### config.mk
export PLATFORM = sky130hd
export DESIGN_NAME = change_dispenser
export DESIGN_NICKNAME = d
export VERILOG_FILES = /design/src/rtl/change_dispenser.sv
export SDC_FILE = /design/constraint.sdc
export NUM_CORES = 1
export LEC_CHECK = 0
export ABC_AREA = 1
export CAP_MARGIN = 20
export CORE_ASPECT_RATIO = 1.25
export CORE_MARGIN = 1.5
export CORE_UTILIZATION = 47
export DETAILED_ROUTE_END_ITERATION = 8
export PLACE_DENSITY_LB_ADDON = 0.12
export SLEW_MARGIN = 25
export SYNTH_ARGS = -nofsm -noshare
export SYNTH_HDL_FRONTEND = slang
export SYNTH_SLANG_ARGS = --single-unit
### constraint.sdc
create_clock -name clk -period 5.47 [get_ports clk]
set_input_delay 1.094 -clock clk [delete_from_list [all_inputs] [get_ports clk]]
set_output_delay 1.094 -clock clk [all_outputs]
set_load 0.02 [all_outputs]
### src/rtl/change_dispenser.sv
// Change-return back end: greedily converts a change amount (5-cent units) into
// timed quarter/dime/nickel eject pulses against a per-denomination inventory.
module change_dispenser #(
    parameter int PULSE_CYCLES = 4,
    parameter int GAP_CYCLES   = 4,
    parameter int INV_W        = 6,
    parameter int INIT_Q       = 20,
    parameter int INIT_D       = 20,
    parameter int INIT_N       = 20
) (
    input  logic             clk,
    input  logic             rst,
    input  logic             req_valid,
    input  logic [7:0]       req_amount,
    output logic             req_ready,
    input  logic             refill_valid,
    input  logic [1:0]       refill_coin,
    output logic             eject_q,
    output logic             eject_d,
    output logic             eject_n,
    output logic             done,
    output logic             short,
    output logic [7:0]       remaining,
    output logic [INV_W-1:0] inv_q,
    output logic [INV_W-1:0] inv_d,
    output logic [INV_W-1:0] inv_n
);

    typedef enum logic [2:0] {
        S_IDLE,
        S_SELECT,
        S_PULSE,
        S_GAP,
        S_DONE
    } state_t;

    localparam logic [INV_W-1:0] INV_MAX   = {INV_W{1'b1}};
    localparam logic [15:0]      PULSE_END = 16'(PULSE_CYCLES - 1);
    localparam logic [15:0]      GAP_END   = 16'(GAP_CYCLES - 1);

    state_t           state_q, state_d;
    logic [7:0]       rem_q, rem_d;
    logic [15:0]      cnt_q, cnt_d;
    logic [2:0]       ej_q, ej_d;
    logic             done_q, done_d;
    logic             short_q, short_d;
    logic [7:0]       remaining_q, remaining_d;
    logic [INV_W-1:0] qinv_q, dinv_q, ninv_q;
    logic             dec_q, dec_d, dec_n;
    logic             inc_q, inc_d, inc_n;

    // A simultaneous refill and dispense on one counter cancel out.
    function automatic logic [INV_W-1:0] inv_next(input logic [INV_W-1:0] cur,
                                                   input logic inc, input logic dec);
        logic [INV_W-1:0] nxt;
        nxt = cur;
        if (inc && !dec && cur != INV_MAX) nxt = cur + INV_W'(1);
        else if (dec && !inc)              nxt = cur - INV_W'(1);
        return nxt;
    endfunction

    assign inc_q = refill_valid && (refill_coin == 2'b10);
    assign inc_d = refill_valid && (refill_coin == 2'b01);
    assign inc_n = refill_valid && (refill_coin == 2'b00);

    always_comb begin
        state_d     = state_q;
        rem_d       = rem_q;
        cnt_d       = cnt_q;
        ej_d        = ej_q;
        done_d      = 1'b0;
        short_d     = short_q;
        remaining_d = remaining_q;
        dec_q       = 1'b0;
        dec_d       = 1'b0;
        dec_n       = 1'b0;
        case (state_q)
            S_IDLE: begin
                if (req_valid) begin
                    rem_d       = req_amount;
                    short_d     = 1'b0;
                    remaining_d = 8'd0;
                    state_d     = S_SELECT;
                end
            end
            S_SELECT: begin
                cnt_d = 16'd0;
                if (rem_q >= 8'd5 && qinv_q != '0) begin
                    rem_d   = rem_q - 8'd5;
                    dec_q   = 1'b1;
                    ej_d    = 3'b100;
                    state_d = S_PULSE;
                end else if (rem_q >= 8'd2 && dinv_q != '0) begin
                    rem_d   = rem_q - 8'd2;
                    dec_d   = 1'b1;
                    ej_d    = 3'b010;
                    state_d = S_PULSE;
                end else if (rem_q >= 8'd1 && ninv_q != '0) begin
                    rem_d   = rem_q - 8'd1;
                    dec_n   = 1'b1;
                    ej_d    = 3'b001;
                    state_d = S_PULSE;
                end else begin
                    done_d      = 1'b1;
                    short_d     = (rem_q != 8'd0);
                    remaining_d = rem_q;
                    state_d     = S_DONE;
                end
            end
            S_PULSE: begin
                if (cnt_q == PULSE_END) begin
                    cnt_d   = 16'd0;
                    ej_d    = 3'b000;
                    state_d = S_GAP;
                end else begin
                    cnt_d = cnt_q + 16'd1;
                end
            end
            S_GAP: begin
                if (cnt_q == GAP_END) begin
                    cnt_d   = 16'd0;
                    state_d = S_SELECT;
                end else begin
                    cnt_d = cnt_q + 16'd1;
                end
            end
            S_DONE: state_d = S_IDLE;
            default: state_d = S_IDLE;
        endcase
    end

    always_ff @(posedge clk or posedge rst) begin
        if (rst) begin
            state_q     <= S_IDLE;
            rem_q       <= 8'd0;
            cnt_q       <= 16'd0;
            ej_q        <= 3'b000;
            done_q      <= 1'b0;
            short_q     <= 1'b0;
            remaining_q <= 8'd0;
            qinv_q      <= INV_W'(INIT_Q);
            dinv_q      <= INV_W'(INIT_D);
            ninv_q      <= INV_W'(INIT_N);
        end else begin
            state_q     <= state_d;
            rem_q       <= rem_d;
            cnt_q       <= cnt_d;
            ej_q        <= ej_d;
            done_q      <= done_d;
            short_q     <= short_d;
            remaining_q <= remaining_d;
            qinv_q      <= inv_next(qinv_q, inc_q, dec_q);
            dinv_q      <= inv_next(dinv_q, inc_d, dec_d);
            ninv_q      <= inv_next(ninv_q, inc_n, dec_n);
        end
    end

    assign req_ready = (state_q == S_IDLE);
    assign eject_q   = ej_q[2];
    assign eject_d   = ej_q[1];
    assign eject_n   = ej_q[0];
    assign done      = done_q;
    assign short     = short_q;
    assign remaining = remaining_q;
    assign inv_q     = qinv_q;
    assign inv_d     = dinv_q;
    assign inv_n     = ninv_q;

endmodule

==> run metrics, run 1 <==
status finished, violations left; violated checks design-rule violations; remaining global-route overflow 0; worst r2r dst inv_q[5]$_DFFE_PP0P_; min-delay src remaining[3]$_DFFE_PP0P_; top fanout value on the critical path 12; I/O pin count 46; Placed Cells between 600 and 700; Row Count 37; Reg power frac between 20% and 30%; Die Wd 85.7 µm; Multi-input gate area about 2300 µm²; area leader, netlist dfrtp_1; Gates resized, CTS repair 0; Crit path largest cell delay slightly below 0.5 ns; sequential area share after synthesis a little over a third; CTS tree done; initial antenna violation count 0; postcts setup bufs 0; reg2reg setup slack between 1.5 and 2 ns; RSZ-0062 raised after global routing no; number of diodes 0; Setup CP Type reg -> reg; Leak 0.00226 µW; switching share of power between 40% and 50%; Worst-path clk slew around 0.07 ns; final worst-path cycle share approximately two thirds; Hold Path End remaining[3]$_DFFE_PP0P_; clk buf depth 2; Critical Path End Type flop; slowest CP cell o21ai_2; Num CTS Buffers 9; synthesized cell area ~4000 µm²; hold_buf cts 0; max_cap viols 0; crit path cell chain inv_1, ha_1, inv_1, nand2_1, nand2_1, o21ai_2, inv_1, nand2_1, nand2_1, ha_1, nand2_1, nor2_1, nand2_1, o211ai_1, nand2_1, o211ai_1, nand2_1; top cells by area, synth dfrtp_1 (32%), nand2_1 (15%), ha_1 (6.9%), inv_1 (6.1%), nor2_1 (4.8%); latest clock arrival within the worst-skew pair 0.35 ns; Initial DRC Count between 150 and 200; wire per inst between 10 and 15 µm; largest net degree at the start of global routing between 50 and 60; async set-or-reset flop fraction in the synthesized netlist 100%; number of global-route vias before repair 3,555; routability-driven placement congestion ratio between 0.9 and 1; Die Area around 9100 µm²; crit path DAT just under 4 ns; routed vias/inst about 5.3; Worst IR Drop VDD around 0.30 mV; Net Count, Synth between 500 and 600; number of synthesized flops with an enable pin 0; area grow syn2layout 18.8%; Chip Height 106 µm; Clock Power Share roughly 16%; Synth Register Bits 58; total iterations of the first detailed-routing run 7; Placeable Area ~8200 µm²; share of layout cells above drive strength 1 ~8.1%; Req. time, crit path about 5.7 ns; Comb pwr share a little over half; final hold violations 0; fillcell total a little over 800; setup TNS 0 ns; drt total wl 9530 µm; first-pass GRT wire length 16,200 µm; HPWL after DPL about 7000 µm; CTS Root Cell clkbuf_8; Post-DRT Antenna Nets 0; Sw Pwr 1180 µW; Residual DRC 4; Int Pwr approximately 1300 µW; most frequent cells in the layout nand2_1 (156), inv_1 (64), dfrtp_1 (52); relative slew slack around 51%; IO buf count 45; fin crit period 3.60 ns; worst hold path class reg -> reg; ys flop type dfrtp_1; Worst Tran Pin Value ~0.74 ns; CP Launch Type flop; Power Density 529 nW/µm²; Cell Count, Final, Fillers Out 700; final setup vio count 0; Synth top area share 32.4%; GRT Resource Usage Total a little under a quarter; DR vias about 3,700; FF-to-FF Start rem_q[1]$_DFFE_PP0P_; register area 1460 µm²; hold depth 2; most common cell after layout, fill and taps aside nand2_1; CTS sink cnt 58; Post-Synthesis Cells between 500 and 600; worst r2r path cells 17; CTS H-tree depth 3; Clock Skew 0.00917 ns; fin. max-slew vios 0; Final Net Count around 640; Avg Cell Area, Syn approximately 7.4 µm²; Netlist cell types 37; Initial Util about half; Max Clock Freq about 0.28 GHz; most used cell, CP nand2_1; Ys Warns 0
[sequential cells by signal, indices dropped and copies added (netlist names)]
signal / flops
cnt_q: 16
rem_q: 8
remaining: 8
inv_d: 6
inv_n: 6
inv_q: 6
ej_q: 3
state_q: 3
done: 1
short: 1
[worst max-delay path by stage]
stage,cells past startpoint,from,slack [ns],end
after floorplan,17,rem_q[1]$_DFFE_PP0P_,2.69,inv_n[4]$_DFFE_PP1P_
after global placement,16,refill_valid,1.99,inv_n[5]$_DFFE_PP0P_
after detailed placement,17,rem_q[1]$_DFFE_PP0P_,1.92,inv_q[5]$_DFFE_PP0P_
after CTS,17,rem_q[1]$_DFFE_PP0P_,1.91,inv_q[5]$_DFFE_PP0P_
after global routing,18,rem_q[1]$_DFFE_PP0P_,1.49,inv_q[5]$_DFFE_PP0P_
final,17,rem_q[1]$_DFFE_PP0P_,1.87,inv_q[5]$_DFFE_PP0P_
[stage by stage]
step	worst slack, ns	hold WS [ns]	total power [µW]	utilization [%]	instance area (µm²)
detailed placement	1.92	0.472	2110	55.4	4560
global route	1.49	0.508	2760	57.9	4770
global placement	1.99	0.462	2080	55.4	4560
CTS	1.91	0.486	2530	57.9	4770
floorplan	2.69	0.485	1720	-	4010
finish	1.87	0.480	2520	57.9	4770
[critical path, delay by kind of cell (launching register included)]
family	cells	cell delay [ns]
adder cells (fa/ha/maj)	2	0.72
flip-flops	1	0.41
AO/OA/AOI/OAI	3	0.72
buffers and inverters	3	0.71
AND/OR/NAND/NOR	9	0.94
[kinds of logic (layout without fill, tap and decap cells)]
| family | after synthesis | in the layout | share of synthesized area [%] |
|---|---|---|---|
| DFF | 58 | 58 | 36.3 |
| buffers and inverters | 73 | 131 | 7.20 |
| xor gates and xnor gates | 27 | 27 | 5.89 |
| and+or+nand+nor | 293 | 293 | 32.4 |
| AOI/OAI and AO/OA | 69 | 69 | 9.79 |
| adders and majority gates | 25 | 25 | 8.35 |
[layout make-up]
class,instances,share of cell area (%)
multi-input cells,414,47.5
flip-flops and latches,58,30.6
repair buffers,46,9.60
inverters,69,5.43
clock buffers,12,3.25
well taps,97,2.55
clock inverters,4,1.05
[cells in the mapped netlist (all sizes together) (2+ instances only)]
cell type and count:
a21oi 17, buf 2, clkbuf 2, dfrtp 52, dfstp 6, fa 3, ha 22, inv 69
nand2 163, nand3 41, nand3b 5, nand4 11, nor2 56, nor3 10, o211ai 5, o21ai 38
o22ai 5, or2 4, xnor2 6, xor2 21
[metal layers]
metal | GRT usage (%) | part of all wire (%) | vias to the layer above
li1 | - | - | 1872
met1 | 28.9 | 46 | 1741
met2 | 37.0 | 48 | 83
met3 | 4.66 | 3.7 | 15
met4 | 9.10 | 2.0 | 0
met5 | 0 | 0 | -
[power by group through the flow]
stage | Clock, µW | Sequential (µW) | Combinational (µW)
5_1_grt | 437 | 773 | 1550
2_1_floorplan | 0 | 800 | 922
6_report | 406 | 747 | 1370
3_3_place_gp | 0 | 748 | 1330
3_5_place_dp | 0 | 751 | 1360
4_1_cts | 416 | 746 | 1370
Power figures use the tool's default switching activity.
==> run 2: changes to the inputs <==
clock period = 3 ns   (was 5.47 ns; I/O delays follow)
==> run 2 against run 1 <==
  * The flow still finishes with violations (design-rule violations)
  * Critical path depth is 1 lower
  * Setup slack worse by 1.6 ns
  * Core utilization is 1.4 points higher
  * Sequential power is 82% higher
  * Fmax is 32% higher
  * Die area stayed put
  * Critical endpoint is now inv_n[4]$_DFFE_PP1P_
  * Highest routed layer unchanged
==> run metrics, run 2 (synthesized netlist as in run 1, its figures left out) <==
status finished, violations left (unchanged); violated checks design-rule violations (unchanged); share of layout cells above drive strength 1 10.9% (was 8.13%); first-pass GRT wire length 16,800 µm (was 16,200 µm); GRT Resource Usage Total 23.2% (was 22.5%); wire per inst 13.7 µm (was 13.6 µm); Final Net Count 647 (was 637); Crit path largest cell delay 0.42 ns (was 0.49 ns); Worst IR Drop VDD 0.572 mV (was 0.295 mV); CTS tree done (unchanged); Max Clock Freq 0.368 GHz (was 0.278 GHz); IO buf count 45 (unchanged); Critical Path End Type flop (unchanged); remaining global-route overflow 0 (unchanged); hold depth 2 (unchanged); Die Area 9110 µm² (unchanged); DR vias 3,739 (was 3,711); Cell Count, Final, Fillers Out 710 (was 700); max_cap viols 0 (unchanged); HPWL after DPL 7300 µm (was 6970 µm); Residual DRC 4 (unchanged); most frequent cells in the layout nand2_1 (154), inv_1 (63), dfrtp_1 (52) (was nand2_1 (156), inv_1 (64), dfrtp_1 (52)); min-delay src short$_DFFE_PP0P_ (was remaining[3]$_DFFE_PP0P_); reg2reg setup slack 0.28 ns (was 1.87 ns); fillcell total 791 (was 829); top fanout value on the critical path 6 (was 12); RSZ-0062 raised after global routing no (unchanged); worst r2r path cells 16 (was 17); total iterations of the first detailed-routing run 6 (was 7); slowest CP cell dfrtp_1 (was o21ai_2); final worst-path cycle share 90.6% (was 65.8%); Req. time, crit path 3.28 ns (was 5.72 ns); Row Count 37 (unchanged); fin. max-slew vios 0 (unchanged); fin util 59.2% (was 57.9%); routability-driven placement congestion ratio 0.940 (was 0.922); setup TNS 0 ns (unchanged); CTS sink cnt 58 (unchanged); area grow syn2layout 21.6% (was 18.8%); routed vias/inst 5.27 (was 5.30); Biggest register cnt_q (unchanged); crit path DAT 3.00 ns (was 3.85 ns); crit path cell chain inv_2, ha_1, inv_1, nand2_1, nand2_1, o21ai_4, nand4_1, nand2_2, inv_1, fa_1, inv_1, a21oi_1, o21ai_0, xor2_1, nand2_1, o21ai_1 (was inv_1, ha_1, inv_1, nand2_1, nand2_1, o21ai_2, inv_1, nand2_1, nand2_1, ha_1, nand2_1, nor2_1, nand2_1, o211ai_1, nand2_1, o211ai_1, nand2_1); Post-DRT Antenna Nets 0 (unchanged); I/O pin count 46 (unchanged); Leak 0.00230 µW (was 0.00226 µW); CTS Root Cell clkbuf_8 (unchanged); register area 1460 µm² (unchanged); Die Wd 85.7 µm (unchanged); Placed Cells 694 (was 684); Worst Tran Pin Value 0.543 ns (was 0.735 ns); Worst-path clk slew 0.07 ns (about the same); number of global-route vias before repair 3,694 (was 3,555); worst hold path class reg -> reg (unchanged); Power Density 955 nW/µm² (was 529 nW/µm²); Num CTS Buffers 9 (unchanged); relative slew slack 63.7% (was 51.0%); final setup vio count 0 (unchanged); CP Launch Type flop (unchanged); final hold violations 0 (unchanged); Chip Height 106 µm (unchanged); number of diodes 0 (unchanged); Hold Path End short$_DFFE_PP0P_ (was remaining[3]$_DFFE_PP0P_); Placeable Area 8240 µm² (unchanged); latest clock arrival within the worst-skew pair 0.35 ns (about the same); worst r2r dst inv_n[4]$_DFFE_PP1P_ (was inv_q[5]$_DFFE_PP0P_); clk buf depth 2 (unchanged); Multi-input gate area 2310 µm² (was 2270 µm²); largest net degree at the start of global routing 37 (was 59); drt total wl 9760 µm (was 9530 µm); Initial Util 48.7% (unchanged); fin crit period 2.72 ns (was 3.60 ns); Initial DRC Count 206 (was 181); most common cell after layout, fill and taps aside nand2_1 (unchanged); FF-to-FF Start rem_q[1]$_DFFE_PP0P_ (unchanged); CTS H-tree depth 3 (unchanged); Clock Skew 0.00597 ns (was 0.00917 ns); max reg flops 16 (unchanged); Setup CP Type reg -> reg (unchanged); initial antenna violation count 0 (unchanged)
[run 2: changes by cell type in the layout (fill, tap and decap cells not counted), sizes merged]
cell      previous run  this run
clkinvlp             2         5
bufinv               1         0
clkbuf              12        10
buf                  1        11
[run 2: final cells by class]
cell class                      count  share of cell area [%]
Clock buffer                       10                    2.82
Clock inverter                      6                   0.872
Multi-Input combinational cell    414                    47.4
Inverter                           69                    5.31
Timing Repair Buffer               56                    11.2
Tap cell                           97                    2.49
Sequential cell                    58                    29.9
[run 2: metal layers]
layer  vias up  track usage [%]  routed length, µm
met2        83             39.3               4660
met3        14             4.50                440
li1       1892                -                  -
met1      1750             28.8               4470
met4         0             9.33                191
met5         -                0                  0
[run 2: timing repair]
| action | in CTS | in global routing |
|---|---|---|
| gates resized for setup | 0 | 9 |
| hold endpoints to repair | 0 | 0 |
| setup buffers | 0 | 0 |
| hold buffers | 0 | 0 |
| setup endpoints to repair | 0 | 7 |
[run 2: power by group]
group	total, µW	leakage [µW]	internal, µW	switching (µW)
Sequential	1360	0.000737	1040	318
Combinational	2630	0.00149	1080	1550
Clock	664	0.0000765	319	344
Total	4660	0.00230	2440	2220
[run 2: worst max-delay path by stage]
stage / start / to / slack (ns) / cells past startpoint
floorplan: rem_q[1]$_DFFE_PP0P_ / inv_n[4]$_DFFE_PP1P_ / 0.22 / 17
global placement: refill_valid / inv_n[5]$_DFFE_PP0P_ / 0.08 / 16
detailed placement: refill_coin[0] / inv_d[5]$_DFFE_PP0P_ / 0.05 / 15
CTS: rem_q[1]$_DFFE_PP0P_ / inv_n[5]$_DFFE_PP0P_ / 0.15 / 18
global route: rem_q[1]$_DFFE_PP0P_ / inv_n[5]$_DFFE_PP0P_ / 0.02 / 18
finish: rem_q[1]$_DFFE_PP0P_ / inv_n[4]$_DFFE_PP1P_ / 0.28 / 16
[run 2: through the flow]
stage / hold WS [ns] / power, µW / cell area (µm²) / setup WS, ns
2_1_floorplan: 0.485 / 3140 / 4010 / 0.215
3_3_place_gp: 0.466 / 3870 / 4650 / 0.0799
3_5_place_dp: 0.471 / 3940 / 4650 / 0.0477
4_1_cts: 0.487 / 4630 / 4830 / 0.152
5_1_grt: 0.504 / 5080 / 4880 / 0.0194
6_report: 0.480 / 4660 / 4880 / 0.281
[run 2: worst max-delay path, delay by kind of cell (launching register included)]
| family | cells | cell delay (ns) |
|---|---|---|
| adders and majority gates | 2 | 0.54 |
| and+or+nand+nor | 5 | 0.58 |
| DFF | 1 | 0.42 |
| AOI/OAI and AO/OA | 4 | 0.56 |
| xor gates and xnor gates | 1 | 0.19 |
| buffers and inverters | 4 | 0.35 |
==> run 3: changes to the inputs <==
CELL_PAD_IN_SITES_DETAIL_PLACEMENT = 0   (was unset)
CELL_PAD_IN_SITES_GLOBAL_PLACEMENT = 1   (was unset)
CORE_UTILIZATION = 37   (was 47)
CTS_CLUSTER_DIAMETER = 150   (was unset)
SKIP_CTS_REPAIR_TIMING = 1   (was unset)
==> run 3 against run 2 <==
  * The flow now finishes without violations
  * Fmax grew 0.16%
  * Largest power group unchanged
  * Critical path type unchanged
  * Clock power grew 81%
  * Sequential power about the same
  * Via count decreased by 2.5%
  * Combinational power up 2%
  * Design area grew 4.9%
  * Largest cell class unchanged
  * Sequential share of layout area decreased by 1.4 points
  * Non-clock buffer count rose by 4
==> run metrics, run 3 (synthesized netlist as in run 1, its figures left out) <==
most frequent cells in the layout nand2_1 (154), inv_1 (63), dfrtp_1 (52) (unchanged); Num CTS Buffers 9 (unchanged); number of diodes 0 (unchanged); Placeable Area 10,600 µm² (was 8240 µm²); Placement Setup Slack 0.0814 ns (was 0.0477 ns); initial antenna violation count 0 (unchanged); relative slew slack 64.6% (was 63.7%); latest clock arrival within the worst-skew pair 0.34 ns (was 0.35 ns); status finished, final reports clean (was finished, violations left); crit path cell chain inv_1, ha_1, inv_1, nand2_1, nand2_1, o21ai_4, nand4_1, nand2_2, ha_1, nand3_1, nand3_1, nand2_1, nand2_1, a21oi_1, nand3b_1, nand2_1, nand2_1, nand2_1 (was inv_2, ha_1, inv_1, nand2_1, nand2_1, o21ai_4, nand4_1, nand2_2, inv_1, fa_1, inv_1, a21oi_1, o21ai_0, xor2_1, nand2_1, o21ai_1); Initial Util 38.0% (was 48.7%); Largest delay share family, worst path simple AND/OR/NAND/NOR gates (unchanged); routed vias/inst 4.87 (was 5.27); first-pass GRT wire length 17,500 µm (was 16,800 µm); max_cap viols 0 (unchanged); wire per inst 13.6 µm (was 13.7 µm); max reg flops 16 (unchanged); Row Count 42 (was 37); HPWL after DPL 7640 µm (was 7300 µm); switching share of power 43.5% (was 47.6%); Worst IR Drop VDD 0.451 mV (was 0.572 mV); hold depth 2 (unchanged); Chip Height 119 µm (was 106 µm); share of layout cells above drive strength 1 11.3% (was 10.9%); Final Net Count 651 (was 647); final setup vio count 0 (unchanged); largest net degree at the start of global routing 30 (was 37); Worst-path clk slew 0.05 ns (was 0.07 ns); I/O pin count 46 (unchanged); Initial DRC Count 146 (was 206); Leak 0.00241 µW (was 0.00230 µW); Crit path largest cell delay 0.43 ns (was 0.42 ns); Worst path depth 18 (was 16); DR vias 3,645 (was 3,739); setup TNS 0 ns (unchanged); Die Area 11,500 µm² (was 9110 µm²); Post-DRT Antenna Nets 0 (unchanged); fin. max-slew vios 0 (unchanged); Sw Pwr 2280 µW (was 2220 µW); most used cell, CP nand2_1; worst setup margin 0.286 ns (was 0.281 ns); area grow syn2layout 27.5% (was 21.6%); remaining global-route overflow 0 (unchanged); Max Clock Freq 0.368 GHz (about the same); CTS H-tree depth 3 (unchanged); Die Wd 96.2 µm (was 85.7 µm); Reg power frac 26.1% (was 29.2%); CTS Root Cell clkbuf_16 (was clkbuf_8); most common cell after layout, fill and taps aside nand2_1 (unchanged); Setup CP Type reg -> reg (unchanged); routability-driven placement congestion ratio 0.880 (was 0.940); IO buf count 45 (unchanged); fillcell total 1,040 (was 791); Clock Skew 0.00589 ns (was 0.00597 ns); GRT Resource Usage Total 19.8% (was 23.2%); worst r2r path cells 18 (was 16); Power Density 1020 nW/µm² (was 955 nW/µm²); CTS sink cnt 58 (unchanged); Int Pwr 2960 µW (was 2440 µW); RSZ-0062 raised after global routing no (unchanged); Biggest register cnt_q (unchanged); CP bufs+invs 2 (was 4); CTS tree done (unchanged); top fanout value on the critical path 6 (unchanged); Worst Tran Pin Value 0.530 ns (was 0.543 ns); number of global-route vias before repair 3,659 (was 3,694); Critical Path End Type flop (unchanged); worst hold path class reg -> reg (unchanged); Comb pwr share 51.0% (was 56.5%); final hold violations 0 (unchanged); slowest CP cell dfrtp_1 (unchanged); final worst-path cycle share 90.5% (was 90.6%); Clock Power Share 22.9% (was 14.2%); Req. time, crit path 3.22 ns (was 3.28 ns); Residual DRC 0 (was 4); crit path DAT 2.94 ns (was 3.00 ns); total iterations of the first detailed-routing run 4 (was 6); fin crit period 2.71 ns (was 2.72 ns); drt total wl 10,200 µm (was 9760 µm); CP Launch Type flop (unchanged); clk buf depth 2 (unchanged)
[run 3: cell count changes in the layout (fill, tap and decap cells not counted)]
cell,delta
ha_4,+1
nor2_4,-1
buf_4,+4
a21oi_2,-1
clkinv_4,+2
ha_1,-1
a21oi_1,+1
bufinv_16,+3
clkinv_2,+1
clkbuf_16,+9
clkbuf_8,-10
nor2_1,+1
clkinvlp_4,-5
[run 3: final cells by class]
type                    instances  area, µm²  share of cell area (%)
clock inverters                 7        118                    2.30
inverters                      69        259                    5.06
clock buffers                   9        225                    4.40
well taps                     132        165                    3.23
repair buffers                 60        576                    11.2
flip-flops and latches         58       1460                    28.5
multi-input cells             414       2320                    45.3
[run 3: worst register-to-register path: cells and delay by family, from the launching register on]
family,cells,cell delay [ns]
fa+ha+maj,2,0.43
buf+inv,2,0.15
simple gates,12,1.15
flops,1,0.43
compound gates,2,0.44
[run 3: final timing paths]
| path | from | to | slack (ns) |
|---|---|---|---|
| max reg2reg | rem_q[0]$_DFFE_PP0P_ | inv_n[5]$_DFFE_PP0P_ | 0.29 |
| max in group asynchronous | rst | inv_n[4]$_DFFE_PP1P_ | 1.82 |
| min in group asynchronous | rst | inv_q[0]$_DFFE_PP0P_ | 0.57 |
| max | rem_q[0]$_DFFE_PP0P_ | inv_n[5]$_DFFE_PP0P_ | 0.29 |
| min reg2reg | short$_DFFE_PP0P_ | short$_DFFE_PP0P_ | 0.48 |
| min | short$_DFFE_PP0P_ | short$_DFFE_PP0P_ | 0.48 |
[run 3: routing by layer]
layer  global-route usage [%]  up-vias  share of wire (%)
met5                        0        -                  0
met4                     6.71        0                1.4
met3                     5.30       13                4.6
met2                     30.8       68                 47
met1                     26.3     1666                 47
li1                         -     1898                  -
[run 3: power by group through the flow]
stage | Combinational [µW] | Sequential (µW) | Clock (µW)
floorplan | 1680 | 1460 | 0
global placement | 2600 | 1370 | 0
detailed placement | 2620 | 1360 | 0
CTS | 2640 | 1360 | 1220
global route | 3040 | 1420 | 1250
finish | 2670 | 1370 | 1200
[run 3: through the flow]
step	instance area (µm²)	total power, µW	cells	utilization (%)	hold slack (ns)
after floorplan	4010	3140	545	-	0.485
after global placement	4720	3970	733	44.7	0.460
after detailed placement	4720	3980	733	44.7	0.463
after CTS	5070	5210	749	48.0	0.485
after global routing	5120	5710	749	48.4	0.502
final	5120	5240	749	48.4	0.476
